File: src/rtl/mem_stream_reader_pkg.sv
// Shared definitions for the memory stream reader: default widths, FSM states
// and the count-saturation helper.
package mem_stream_pkg;

    localparam int ADDR_W_DEF = 4;
    localparam int DATA_W_DEF = 8;

    typedef enum logic [1:0] {
        ST_IDLE  = 2'd0,
        ST_READ  = 2'd1,
        ST_DRAIN = 2'd2
    } state_e;

    // A request longer than the memory depth would revisit addresses, so clamp it.
    function automatic int unsigned sat_count(input int unsigned cnt, input int unsigned addr_w);
        int unsigned depth;
        depth = 32'd1 << addr_w;
        return (cnt > depth) ? depth : cnt;
    endfunction

endpackage

File: src/rtl/mem_stream_reader_if.sv
// Memory read port plus valid/ready output stream seen by the reader.
// master = the reader, slave = the memory/consumer side.
interface mem_stream_reader_if #(
    parameter int ADDR_W = mem_stream_pkg::ADDR_W_DEF,
    parameter int DATA_W = mem_stream_pkg::DATA_W_DEF
);
    logic [ADDR_W-1:0] mem_addr;
    logic [DATA_W-1:0] mem_data;
    logic [DATA_W-1:0] out_data;
    logic              out_valid;
    logic              out_ready;

    modport master (
        output mem_addr,
        input  mem_data,
        output out_data,
        output out_valid,
        input  out_ready
    );

    modport slave (
        input  mem_addr,
        output mem_data,
        input  out_data,
        input  out_valid,
        output out_ready
    );
endinterface

File: src/rtl/mem_stream_reader.sv
// Walks count consecutive addresses (mod depth) from base through a combinational
// memory and emits each registered word on a backpressured valid/ready stream.
module mem_stream_reader
    import mem_stream_pkg::*;
#(
    parameter int ADDR_W = ADDR_W_DEF,
    parameter int DATA_W = DATA_W_DEF
) (
    input  logic              clock,
    input  logic              reset,
    input  logic              start,
    input  logic [ADDR_W-1:0] base,
    input  logic [ADDR_W:0]   count,
    output logic              busy,
    output logic              done,
    mem_stream_reader_if.master bus
);

    localparam int CNT_W = ADDR_W + 1;

    state_e            state_q, state_d;
    logic [ADDR_W-1:0] mem_addr_q, mem_addr_d;
    logic [DATA_W-1:0] out_data_q, out_data_d;
    logic              out_valid_q, out_valid_d;
    logic [CNT_W-1:0]  remaining_q, remaining_d;
    logic              done_q, done_d;

    logic [CNT_W-1:0]  eff_count;
    logic              load;
    logic              handshake;

    assign eff_count = CNT_W'(sat_count(32'(count), ADDR_W));
    assign handshake = out_valid_q & bus.out_ready;
    // The output register may refill whenever it is empty or being drained this cycle.
    assign load      = (state_q == ST_READ) & (~out_valid_q | bus.out_ready);

    always_ff @(posedge clock) begin
        if (reset) begin
            state_q     <= ST_IDLE;
            mem_addr_q  <= '0;
            out_data_q  <= '0;
            out_valid_q <= 1'b0;
            remaining_q <= '0;
            done_q      <= 1'b0;
        end else begin
            state_q     <= state_d;
            mem_addr_q  <= mem_addr_d;
            out_data_q  <= out_data_d;
            out_valid_q <= out_valid_d;
            remaining_q <= remaining_d;
            done_q      <= done_d;
        end
    end

    always_comb begin
        state_d = state_q;
        unique case (state_q)
            ST_IDLE: begin
                if (start && (eff_count != '0)) begin
                    state_d = ST_READ;
                end
            end
            ST_READ: begin
                if (load && (remaining_q == CNT_W'(1))) begin
                    state_d = ST_DRAIN;
                end
            end
            ST_DRAIN: begin
                if (handshake) begin
                    state_d = ST_IDLE;
                end
            end
            default: state_d = ST_IDLE;
        endcase
    end

    always_comb begin
        mem_addr_d  = mem_addr_q;
        out_data_d  = out_data_q;
        out_valid_d = out_valid_q;
        remaining_d = remaining_q;
        done_d      = 1'b0;

        if (handshake && !load) begin
            out_valid_d = 1'b0;
        end

        unique case (state_q)
            ST_IDLE: begin
                // A zero-length command completes immediately without touching the stream.
                if (start) begin
                    mem_addr_d  = base;
                    remaining_d = eff_count;
                    done_d      = (eff_count == '0);
                end
            end
            ST_READ: begin
                if (load) begin
                    out_data_d  = bus.mem_data;
                    out_valid_d = 1'b1;
                    mem_addr_d  = mem_addr_q + ADDR_W'(1);
                    remaining_d = remaining_q - CNT_W'(1);
                end
            end
            ST_DRAIN: begin
                if (handshake) begin
                    done_d = 1'b1;
                end
            end
            default: ;
        endcase
    end

    always_comb begin
        busy          = (state_q != ST_IDLE);
        done          = done_q;
        bus.mem_addr  = mem_addr_q;
        bus.out_data  = out_data_q;
        bus.out_valid = out_valid_q;
    end

endmodule

File: src/flat_wrapper.sv
// flat-port wrapper written by rule: the top's interface ports become plain ports
module mem_stream_reader_flat import mem_stream_pkg::*;
#(
    parameter int ADDR_W = ADDR_W_DEF,
    parameter int DATA_W = DATA_W_DEF
)
  (clock, reset, start, base, count, busy, done, bus_mem_addr, bus_mem_data, bus_out_data, bus_out_valid, bus_out_ready);
  mem_stream_reader_if #(.ADDR_W(ADDR_W), .DATA_W(DATA_W)) bus_i ();
  input  logic clock;
  input  logic reset;
  input  logic start;
  input  logic [ADDR_W-1:0] base;
  input  logic [ADDR_W:0] count;
  output logic busy;
  output logic done;
  output wire logic [$bits(bus_i.mem_addr)-1:0] bus_mem_addr;
  input wire logic [$bits(bus_i.mem_data)-1:0] bus_mem_data;
  output wire logic [$bits(bus_i.out_data)-1:0] bus_out_data;
  output wire logic [$bits(bus_i.out_valid)-1:0] bus_out_valid;
  input wire logic [$bits(bus_i.out_ready)-1:0] bus_out_ready;
  assign bus_mem_addr = bus_i.mem_addr;
  assign bus_i.mem_data = bus_mem_data;
  assign bus_out_data = bus_i.out_data;
  assign bus_out_valid = bus_i.out_valid;
  assign bus_i.out_ready = bus_out_ready;
  mem_stream_reader #(.ADDR_W(ADDR_W), .DATA_W(DATA_W)) u_core (.clock(clock), .reset(reset), .start(start), .base(base), .count(count), .busy(busy), .done(done), .bus(bus_i));
endmodule
File: config.mk
export PLATFORM = sky130hd
export DESIGN_NAME = mem_stream_reader_flat
export DESIGN_NICKNAME = d
export VERILOG_FILES = /design/src/rtl/mem_stream_reader_pkg.sv /design/src/rtl/mem_stream_reader_if.sv /design/src/rtl/mem_stream_reader.sv /design/src/flat_wrapper.sv
export SDC_FILE = /design/constraint.sdc
export NUM_CORES = 1
export LEC_CHECK = 0
export CAP_MARGIN = 20
export CELL_PAD_IN_SITES_DETAIL_PLACEMENT = 1
export CELL_PAD_IN_SITES_GLOBAL_PLACEMENT = 2
export CORE_ASPECT_RATIO = 1.4
export CORE_MARGIN = 3
export CORE_UTILIZATION = 29
export CTS_BUF_LIST = sky130_fd_sc_hd__clkbuf_8
export CTS_CLUSTER_SIZE = 14
export DETAILED_ROUTE_END_ITERATION = 12
export PLACE_DENSITY = 0.82
export SLEW_MARGIN = 20
export SYNTH_ARGS = -nofsm -noshare
export SYNTH_HDL_FRONTEND = slang
export SYNTH_SLANG_ARGS = --single-unit
File: constraint.sdc
create_clock -name clock -period 2.4 [get_ports clock]
set_input_delay 0.6 -clock clock [delete_from_list [all_inputs] [get_ports clock]]
set_output_delay 0.6 -clock clock [all_outputs]
set_load 0.05 [all_outputs]
==> key figures, run 1 <==
Status
  • Status: complete, no violations

Synthesis
  • Yosys top cell by area: dfxtp_1
  • Syn Inst Count: 133
  • Synthesized area: 1160 sq um
  • Area share of the largest cell type after synthesis: 0.363
  • Post-synth EDFFs: 0
  • Netlist cell types: 41
  • Syn_area_per_cell: 8.71 sq um
  • Yosys reg bits: 21
  • Mapped Nets: between 150 and 200
  • YS warnings: 0
  • FFs w/ async S/R, synth: 0
  • Sequential fraction of the synthesis area: 0.363
  • Largest cells by area after synthesis: dfxtp_1 (36%), a21oi_1 (6.5%), nand3_1 (4.3%), o21ai_0 (3.5%), ha_1 (3.2%)
  • Main synth FF type: dfxtp_1

STA
  • Final WS setup: 260 ps
  • Final min period: 2140 ps
  • Slew HR: 0.472
  • TNS Setup: 0 ps
  • Fin crit share: 0.892
  • Final Skew: about 2.6 ps
  • WHS: 490 ps
  • Maximum clock frequency: 0.467 GHz
  • Final Max Slew Viols: 0
  • Finish-stage setup viols: 0
  • Tightest Pin Transition: 792 ps
  • Endpoints failing hold: 0
  • RSZ-0062 raised after global routing: no

Pwr
  • Sw power: 0.000354 W
  • Peak supply drop: roughly 0.27 mV
  • Seq pwr share: 0.418
  • Pwr per Cell Area: 635 nW/um^2
  • Switching Share: 0.358
  • Leak: about 0.57 nW
  • Cell internal pwr: 0.000637 W
  • Clock share of power: 0.239
  • Combinational power share: 0.343

Route
  • Total Wirelength: 3560 um
  • Via density: 5.62
  • DR WL/cell: 17.2 um
  • Initial DRC count: 40
  • Vias: 1163
  • DR DRC count: 0
  • Total iterations of the first detailed-routing run: 4
  • DRT antenna net count: 0

CTS
  • # Post-CTS Setup Buffers: 0
  • Clock Sink Count: 21
  • Clock transition at the registers of the reported paths: 80 ps
  • CTS H-tree depth: 1
  • CTS Hold Bufs: 0
  • CTS max path bufs: 2
  • TritonCTS clock tree: built
  • Num CTS Buffers: 3
  • Resized cells post-CTS: 0
  • Clk_lat worst skew: 260 ps
  • Root Driver: clkbuf_8

Cells and area
  • Fraction of layout cells with a size suffix above 1: 0.0848
  • N_diodes: 0
  • Area growth, synth to finish: 34.8%
  • Util after Layout: 0.417
  • Post-route insts no fill: 207
  • Commonest non-fill, non-tap cell in the layout: clkdlybuf4s50_1
  • NumNets Final: 190
  • Most frequent cells in the layout: clkdlybuf4s50_1 (34), dfxtp_1 (21), a21oi_1 (15), nand3_1 (10), inv_1 (9)

Place
  • Pre-CTS WS: 339 ps
  • Port Buffers: 35
  • GP Congestion: 0.799
  • Detail Placement HPWL: around 2600 um
  • Dpl cells: 203

Global routing
  • Tot GR Track Use: 0.158
  • Gr ovfl total: 0
  • Largest net degree at the start of global routing: 24
  • Initial antenna violation count: 0
  • First-pass GRT wire length: 5890 um
  • Number of global-route vias before repair: 1234

Critical path
  • CP Max Fanout: 7
  • Critical Path RT: 1800 ps
  • Flop2flop setup slack: about 610 ps
  • Crit path kind: flip-flop to output pin
  • Startpoint types: flip-flop
  • Critical Path AT: 1540 ps
  • R2R depth: 3
  • FF-to-FF End: u_core.remaining_q[2]
  • Delay-heaviest family, CP: buffers and inverters
  • Reg-to-Reg Start: u_core.state_q[0]
  • WP buf/inv: 1
  • Worst path cell trace: clkdlybuf4s50_1
  • Crit path max-delay cell type: clkdlybuf4s50_1
  • Crit end category: output pin
  • CP peak stage delay: 840 ps

Min path
  • Hold endpoint: u_core.bus.out_data[4]
  • Hold Path Class: flip-flop to flip-flop
  • Hold path depth: 2
  • Min-delay src: u_core.bus.out_data[4]

Floorplanning
  • Core Region: ~3700 sq um
  • Initial Util: 0.310
  • # IOs: 36
  • Die Span Y: 80.8 um
  • Die area: between 4000 and 5000 sq um
  • Die W: 59.4 um
  • Rows: 26

Run
  • Max cap viols: 0
metal layers:
metal	global-route usage	wire length [um]	vias up	part of all wire
met4	0.0635	45	0	0.013
met5	0	0	-	0
met3	0.0223	170	5	0.048
li1	-	-	563	-
met1	0.207	1610	563	0.45
met2	0.256	1730	32	0.49
power groups by stage:
stage	clock network [W]	logic (W)	registers, W
CTS	0.000244	0.000341	0.000414
detailed placement	0	0.000339	0.000421
global placement	0	0.000334	0.000420
finish	0.000237	0.000340	0.000414
floorplan	0	0.000166	0.000478
global route	0.000261	0.000366	0.000420
layout make-up:
type,instances,area [sq um]
Sequential cell,21,420
Inverter,8,30.0
Timing Repair Buffer,38,370
Clock buffer,3,41.3
Tap cell,42,52.6
Clock inverter,1,3.75
Multi-Input combinational cell,94,643
Fill cell,451,2180
synthesized netlist by cell type (3+ instances only):
cell      number
dfxtp_1       21
nor2b_1        5
o32ai_1        4
a211oi_1       4
inv_1          8
buf_2          3
nand3_1       10
a21oi_1       15
o211ai_1       4
ha_1           3
buf_6          3
clkbuf_1       3
o21ai_0        8
nand2_1        4
nand2b_1       4
how the worst max path moves through the flow:
stage	start	endpoint	slack, ps	cells after the start
6_report	u_core.bus.out_valid	bus_out_valid	260	1
5_1_grt	u_core.bus.out_valid	bus_out_valid	210	1
4_1_cts	u_core.bus.out_valid	bus_out_valid	250	1
3_5_place_dp	count[4]	u_core.done	340	4
3_3_place_gp	count[2]	u_core.done	370	4
2_1_floorplan	count[2]	u_core.done	860	3
registers in the layout, summed over array words and instances (netlist names):
signal                flops
u_core.done               1
u_core.state_q            2
u_core.remaining_q        5
u_core.bus.out_valid      1
u_core.bus.out_data       8
u_core.bus.mem_addr       4
worst register-to-register path, stage by stage (launching register included):
cell,delay [ps]
dfxtp_1,610
nand2b_1,540
o211a_1,410
o32ai_1,130
metrics by stage:
step	power [W]	cell area [sq um]
after floorplan	0.000644	1160
after global placement	0.000754	1520
after detailed placement	0.000761	1520
after CTS	0.000999	1560
after global routing	0.00105	1560
final	0.000991	1560
cell families after synthesis:
kind of cell	after synthesis	share of synthesized area
compound gates	49	0.289
fa+ha+maj	3	0.0324
buf+inv	18	0.0821
flops	21	0.363
mux	1	0.00864
simple gates	41	0.225
No activity file was read; power rests on OpenSTA's default activity.
==> inputs of run 2 (changes only) <==
--- a/config.mk
+++ b/config.mk
@@ -10,11 +10,12 @@
 export CELL_PAD_IN_SITES_GLOBAL_PLACEMENT = 2
 export CORE_ASPECT_RATIO = 1.4
 export CORE_MARGIN = 3
-export CORE_UTILIZATION = 29
+export CORE_UTILIZATION = 32
 export CTS_BUF_LIST = sky130_fd_sc_hd__clkbuf_8
 export CTS_CLUSTER_SIZE = 14
 export DETAILED_ROUTE_END_ITERATION = 12
-export PLACE_DENSITY = 0.82
+export DONT_BUFFER_PORTS = 1
+export PLACE_DENSITY = 0.68
 export SLEW_MARGIN = 20
 export SYNTH_ARGS = -nofsm -noshare
 export SYNTH_HDL_FRONTEND = slang
==> run 2 against run 1 <==
  * Sequential cell count stayed put
  * Clock skew shrank 0.81 ps
  * Highest routed layer unchanged
  * Largest cell class unchanged
  * Via count is 11% lower
==> key figures, run 2 (synthesis results as in run 1) <==
Global routing
  • First-pass GRT wire length: 5460 um
  • Tot GR Track Use: 0.158
  • Gr ovfl total: 0
  • Initial antenna violation count: 0
  • Number of global-route vias before repair: around 1100
  • Largest net degree at the start of global routing: 25

Cells and area
  • Area growth, synth to finish: 7.13%
  • Util after Layout: 0.361
  • NumNets Final: around 160
  • N_diodes: 0
  • Commonest non-fill, non-tap cell in the layout: dfxtp_1
  • Fraction of layout cells with a size suffix above 1: 0.127
  • Most frequent cells in the layout: dfxtp_1 (21), a21oi_1 (15), nand3_1 (10), inv_1 (9), o21ai_0 (8)
  • Max reg flops: 8

Place
  • GP Congestion: roughly 0.75
  • Detail Placement HPWL: 2450 um
  • Port Buffers: 0

Floorplanning
  • Core Region: 3440 sq um
  • Die Span Y: between 70 and 80 um
  • Die area: 4390 sq um
  • Rows: 25
  • Die W: about 57 um
  • Initial Util: 0.337
  • # IOs: 36

Critical path
  • Critical Path AT: around 1200 ps
  • Delay-heaviest family, CP: flip-flops
  • Crit. path cell count: 1
  • R2R depth: 4
  • Crit end category: output pin
  • Critical Path RT: between 1500 and 2000 ps
  • Crit path kind: flip-flop to output pin
  • Startpoint types: flip-flop
  • Worst path cell trace: or2_2
  • CP Max Fanout: 14
  • Crit path max-delay cell type: dfxtp_1
  • CP peak stage delay: 590 ps
  • WP buf/inv: 0

STA
  • Fin crit share: 0.757
  • Final min period: 1820 ps
  • Final Max Slew Viols: 0
  • RSZ-0062 raised after global routing: no
  • Tightest Pin Transition: between 500 and 600 ps
  • TNS Setup: 0 ps
  • Maximum clock frequency: 0.551 GHz
  • Slew HR: 0.616
  • Endpoints failing hold: 0
  • Final Skew: 1.76 ps
  • Finish-stage setup viols: 0

CTS
  • CTS Hold Bufs: 0
  • Resized cells post-CTS: 0
  • # Post-CTS Setup Buffers: 0
  • TritonCTS clock tree: built
  • CTS H-tree depth: 1
  • Clk_lat worst skew: 260 ps
  • Clock transition at the registers of the reported paths: about 80 ps
  • CTS max path bufs: 2
  • Num CTS Buffers: 3
  • Root Driver: clkbuf_8
  • Clock Sink Count: 21

Pwr
  • Peak supply drop: around 0.33 mV
  • Leak: ~0.46 nW
  • Pwr per Cell Area: 737 nW/um^2

Route
  • DR WL/cell: 18.4 um
  • Total iterations of the first detailed-routing run: 4
  • Initial DRC count: 16
  • DRT antenna net count: 0
  • Total Wirelength: 3200 um
  • Via density: 5.94
  • DR DRC count: 0
  • Vias: between 1000 and 1500

Run
  • Max cap viols: 0

Min path
  • Hold path depth: 1
  • Hold Path Class: primary input to flip-flop

Status
  • Status: complete, no violations
run 2: cell count changes in the layout (fill, tap and decap cells not counted), sizes merged:
cell / previous run / this run
clkdlybuf4s50: 34 / 0
buf: 4 / 7
run 2: worst paths after layout:
kind / start / to / slack (ps)
worst max-delay path: u_core.state_q[1] / busy / 580
worst min-delay path: reset / u_core.bus.out_data[1] / 400
worst max register to register: u_core.state_q[1] / u_core.bus.out_data[4] / 780
worst min register to register: u_core.remaining_q[4] / u_core.remaining_q[4] / 490
run 2: through the flow:
stage                     hold slack, ps  instance area (sq um)  setup WS (ps)  instances  total power [W]
after floorplan                      456                   1160            863        133         0.000644
after global placement               468                   1200            788        170         0.000688
after detailed placement             484                   1200            768        170         0.000693
after CTS                            390                   1240            558        174         0.000929
after global routing                 382                   1240            494        174         0.000978
final                                398                   1240            584        174         0.000914
run 2: report_power, final:
part	total (W)	internal (W)	leakage [nW]	switching, W
Sequential	0.000457	0.000381	0.172	0.0000758
Clock	0.000232	0.000114	0.0269	0.000118
Combinational	0.000226	0.0000931	0.263	0.000133
Total	0.000914	0.000588	0.463	0.000326
run 2: layer usage:
metal	vias up	wire length, um	GRT usage
met1	499	1320	0.182
met3	5	184	0.0387
met4	0	45	0.0557
met5	-	0	0
li1	503	-	-
met2	27	1640	0.277
run 2: final cells by class:
type / instances / area, sq um
clock inverters: 1 / 3.75
inverters: 8 / 30.0
multi-input cells: 94 / 643
fillers: 428 / 2200
well taps: 40 / 50.0
clock buffers: 3 / 41.3
flip-flops and latches: 21 / 420
repair buffers: 7 / 52.6
